===== config.mk =====
export PLATFORM = sky130hd
export DESIGN_NAME = instr_exec_unit
export DESIGN_NICKNAME = d
export VERILOG_FILES = /design/src/rtl/instr_register_pkg.sv /design/src/rtl/instr_alu.sv /design/src/rtl/instr_exec_unit.sv
export SDC_FILE = /design/constraint.sdc
export NUM_CORES = 2
export LEC_CHECK = 0
export CAP_MARGIN = 20
export CORE_AREA = 2 2 364 366
export DETAILED_ROUTE_END_ITERATION = 10
export DIE_AREA = 0 0 366 368
export PLACE_DENSITY = 0.62
export REMOVE_ABC_BUFFERS = 1
export SLEW_MARGIN = 20
export SYNTH_ARGS = -nofsm -noshare
export SYNTH_HDL_FRONTEND = slang
export SYNTH_HIERARCHICAL = 1
export SYNTH_SLANG_ARGS = --single-unit

===== constraint.sdc =====
create_clock -name clk -period 95.9 [get_ports clk]
set_clock_uncertainty 0.1 [all_clocks]
set_input_delay 19.18 -clock clk [delete_from_list [all_inputs] [get_ports clk]]
set_output_delay 19.18 -clock clk [all_outputs]
set_load 0.01 [all_outputs]

===== src/rtl/instr_register_pkg.sv =====
// Shared types for the instruction register and its downstream execution unit.
package instr_register_pkg;

    typedef enum logic [3:0] {
        ZERO  = 4'd0,
        PASSA = 4'd1,
        PASSB = 4'd2,
        ADD   = 4'd3,
        SUB   = 4'd4,
        MULT  = 4'd5,
        DIV   = 4'd6,
        MOD   = 4'd7
    } opcode_t;

    typedef logic signed [31:0] operand_t;
    typedef logic [4:0]         address_t;

    typedef struct packed {
        opcode_t  opc;
        operand_t op_a;
        operand_t op_b;
    } instruction_t;

    typedef enum logic [1:0] {
        IDLE  = 2'd0,
        FETCH = 2'd1,
        EXEC  = 2'd2,
        OUT   = 2'd3
    } exec_state_t;

    localparam int MAX_COUNT = 32;

endpackage


===== src/rtl/instr_alu.sv =====
// Combinational opcode evaluator: signed operands, result truncated to operand width.
module instr_alu
    import instr_register_pkg::*;
(
    input  opcode_t  opcode,
    input  operand_t a,
    input  operand_t b,
    output operand_t result,
    output logic     div_zero
);

    always_comb begin
        result   = '0;
        div_zero = 1'b0;
        case (opcode)
            ZERO:  result = '0;
            PASSA: result = a;
            PASSB: result = b;
            ADD:   result = a + b;
            SUB:   result = a - b;
            MULT:  result = a * b;
            // A zero divisor still yields a delivered result, flagged instead of computed.
            DIV: begin
                if (b == '0) div_zero = 1'b1;
                else         result   = a / b;
            end
            MOD: begin
                if (b == '0) div_zero = 1'b1;
                else         result   = a % b;
            end
            default: result = '0;
        endcase
    end

endmodule


===== src/rtl/instr_exec_unit.sv =====
// Walks the instruction register read port and streams one ALU result per entry
// on a valid/ready interface with backpressure.
module instr_exec_unit
    import instr_register_pkg::*;
#(
    parameter int MAX_COUNT = 32
)
(
    input  logic         clk,
    input  logic         reset,
    input  logic         start,
    input  address_t     first_addr,
    input  logic [5:0]   count,
    output address_t     read_pointer,
    input  instruction_t instruction_word,
    output logic         res_valid,
    input  logic         res_ready,
    output operand_t     res_data,
    output address_t     res_addr,
    output logic         div_zero,
    output logic         busy,
    output logic         done
);

    localparam logic [5:0] MAX_W = 6'(MAX_COUNT);

    exec_state_t  state_reg;
    address_t     read_pointer_reg;
    address_t     instr_addr_reg;
    address_t     res_addr_reg;
    instruction_t instr_reg;
    logic [5:0]   remaining_reg;
    operand_t     res_data_reg;
    logic         res_valid_reg;
    logic         div_zero_reg;
    logic         busy_reg;
    logic         done_reg;

    operand_t     alu_result;
    logic         alu_div_zero;
    logic [5:0]   count_eff;

    instr_alu u_alu (
        .opcode   (instr_reg.opc),
        .a        (instr_reg.op_a),
        .b        (instr_reg.op_b),
        .result   (alu_result),
        .div_zero (alu_div_zero)
    );

    // A zero count still processes one entry; oversize counts clamp to the register depth.
    always_comb begin
        count_eff = count;
        if (count == 6'd0)      count_eff = 6'd1;
        else if (count > MAX_W) count_eff = MAX_W;
    end

    always_ff @(posedge clk or posedge reset) begin
        if (reset) begin
            state_reg        <= IDLE;
            read_pointer_reg <= '0;
            instr_addr_reg   <= '0;
            res_addr_reg     <= '0;
            instr_reg        <= '0;
            remaining_reg    <= '0;
            res_data_reg     <= '0;
            res_valid_reg    <= 1'b0;
            div_zero_reg     <= 1'b0;
            busy_reg         <= 1'b0;
            done_reg         <= 1'b0;
        end else begin
            done_reg <= 1'b0;
            case (state_reg)
                IDLE: begin
                    if (start) begin
                        read_pointer_reg <= first_addr;
                        remaining_reg    <= count_eff;
                        busy_reg         <= 1'b1;
                        state_reg        <= FETCH;
                    end
                end
                FETCH: begin
                    instr_reg      <= instruction_word;
                    instr_addr_reg <= read_pointer_reg;
                    state_reg      <= EXEC;
                end
                EXEC: begin
                    res_data_reg  <= alu_result;
                    res_addr_reg  <= instr_addr_reg;
                    div_zero_reg  <= alu_div_zero;
                    res_valid_reg <= 1'b1;
                    state_reg     <= OUT;
                end
                OUT: begin
                    if (res_ready) begin
                        res_valid_reg <= 1'b0;
                        remaining_reg <= remaining_reg - 6'd1;
                        if (remaining_reg == 6'd1) begin
                            done_reg  <= 1'b1;
                            busy_reg  <= 1'b0;
                            state_reg <= IDLE;
                        end else begin
                            read_pointer_reg <= read_pointer_reg + 5'd1;
                            state_reg        <= FETCH;
                        end
                    end
                end
                default: state_reg <= IDLE;
            endcase
        end
    end

    assign read_pointer = read_pointer_reg;
    assign res_valid    = res_valid_reg;
    assign res_data     = res_data_reg;
    assign res_addr     = res_addr_reg;
    assign div_zero     = div_zero_reg;
    assign busy         = busy_reg;
    assign done         = done_reg;

endmodule

==> results.toml <==
[route]
first_iter_violations = 8187
detail_route.wl_per_cell_um = 27.4
vias = 62000
detail_route.drc_violations = 0
first_pass_iters = 7
totalWireLength_um = 265000
drt-vias-per-instance = 6.42
drt.antenna.violating_nets = 0

[synth]
synth_top_area_cell = "ha_1"
synthDistinctLibCells = 113
synth_area_um2 = 58500
syn_avg_cell_area_um2 = 7.40
ys_seq_area_frac = 0.0543
netlist.area_leader.share = 0.155
synth_area_leaders = "ha_1 (16%), fa_1 (14%), nand2_1 (6.6%)"
yosysWarnings = 6
async_reset_ff_frac = 1.00
netlist_instances = 7904
synthFlopType = "dfrtp_1"
synth_edf_count = 0
ys_ff_latch = 127

[job]
drv_cap = 0

[floorplanning]
rows = 133
fp.coreArea_um2 = 131000
die_area_um2 = 135000
fp.dieH_um = 368
die_w_um = 366
start_util = 0.447
io_pins = 129

[final_layout]
area_growth_pct = 8.11
final_cell_mix = "nand2_1 (1028), inv_1 (753), ha_1 (723), nor2_1 (600), a21oi_1 (531)"
drive_above_1_share = 0.0754
nets = 9106
fin_cells = 9657
largest_reg_flops = 68
mostFrequentLayoutCell = "nand2_1"

[grt]
antenna_found_initial = 10
overflow = 0
grt_use_met1 = 0.517
met3_usage = 0.0835
grt_util_met2 = 0.568
grt_max_degree = 73
grt_pass1_wl_um = 388000
grt_usage = 0.381
top_usage_layer = "met2"
grt_pass1_vias = 59500

[cts]
cts_buffer_depth = 2
clock-sinks = 127
insertion_delay_ps = 530
cts_tree = "yes"
clk_pin_slew_ps = 90
cts-root-buf = "clkbuf_16"
numCtsBuffers = 17
cts.htree.levels = 4
cts_hold_buf = 0

[worst_hold_path]
hold_start = "instr_addr_reg[0]"
holdPathStages = 1
hold-path-endpoint = "res_addr[0]"
hp-class = "reg2reg"

[worst_setup_path]
cpPeakStageDelay_ps = 980
path_class = "reg2reg"
rr_endpoint = "res_data[23]"
regToRegStartpoint = "instr_reg[6]"
r2r_slack_ps = 5130
path_buf_inv = 29
worstPathArrival_ps = 91130
crit_fanout = 41
reg2regPathDepth = 328
critPathTopFamily = "compound AO/OA/AOI/OAI gates"
worstSetupEndpointType = "flop"
start_kind = "flop"
cp_common_cell = "ha_1"
required_ps = 96250
crit_slowest_cell = "nor3_1"

[place]
dp.cells = 9609
finalWeightedCongestion = 1.08
hpwl_um = 205000
portBuffers = 128

[status]
status = "finished clean"

[sta]
setup_viol = 0
hold_slack_ps = 400
period_needed_ps = 90770
drv_slew = 0
hold_viol = 0
post-route-period-util = 0.947
worst-slew-pin-transition_ps = 1210
max-slew-margin-rel = 0.180
fmax_mhz = 11.0
==> metrics by stage <==
step,instance area [um2],TNS (ps),setup slack [ps],utilization
4_1_cts,62800,0,498,0.480
2_1_floorplan,57100,0,4730,-
6_report,63300,0,5130,0.484
3_5_place_dp,62200,0,778,0.476
5_1_grt,63300,-373,-158,0.484
3_3_place_gp,62200,0,2130,0.476
==> cells in the mapped netlist, types with 24 or more instances <==
library cell and count:
a211oi_1 81, a21boi_0 26, a21o_1 185, a21oi_1 536, a31oi_1 95, and2_1 173, and3_1 62, and4_1 24
buf_1 56, buf_2 26, buf_4 26, clkbuf_1 241, dfrtp_1 127, fa_1 410, ha_1 725, inv_1 755
mux2_2 153, mux2i_1 36, nand2_1 1033, nand2b_1 61, nand3_1 142, nand4_1 77, nor2_1 607, nor2b_1 74
nor3_1 169, nor4_1 50, o211ai_1 53, o21a_1 132, o21ai_0 363, o21bai_1 58, o31ai_1 84, o41ai_1 25
or2_2 44, or3_1 76, xnor2_1 376, xor2_1 243
==> logic make-up after synthesis <==
family,Yosys count,synth area share
mux,189,0.0356
simple gates,2700,0.217
xor+xnor,621,0.0932
flops,127,0.0543
buf+inv,1107,0.0735
fa+ha+maj,1135,0.295
compound gates,2025,0.231
==> what timing repair did <==
| item | in CTS | in global routing |
|---|---|---|
| gates resized for setup | 0 | 56 |
| setup endpoints to repair | 0 | 32 |
| setup buffers | 0 | 13 |
==> worst max path at each step <==
stage	startpoint	endpoint	cells past startpoint
finish	instr_reg[6]	res_data[23]	328
global route	instr_reg[1]	res_data[30]	337
CTS	instr_reg[0]	res_data[23]	324
global placement	instr_reg[0]	res_data[30]	322
detailed placement	instr_reg[0]	res_data[30]	326
floorplan	instr_reg[0]	res_data[28]	313
==> routing by layer <==
metal / share of wire / vias up
li1: - / 27600
met1: 0.41 / 30000
met2: 0.41 / 3653
met3: 0.11 / 716
met4: 0.058 / 12
met5: 0.00033 / -
==> layout make-up <==
type,instances,area (um2)
multi-input cells,6671,51700
inverters,756,2840
flip-flops and latches,127,3190
repair buffers,315,2700
clock buffers,18,429
diodes,1,2.50
well taps,1755,2200
fillers,13200,67500
clock inverters,14,193
Power is left out: the tool's default activity adds up to more than one toggle a clock period on the data nets, which glitch-free logic cannot reach.
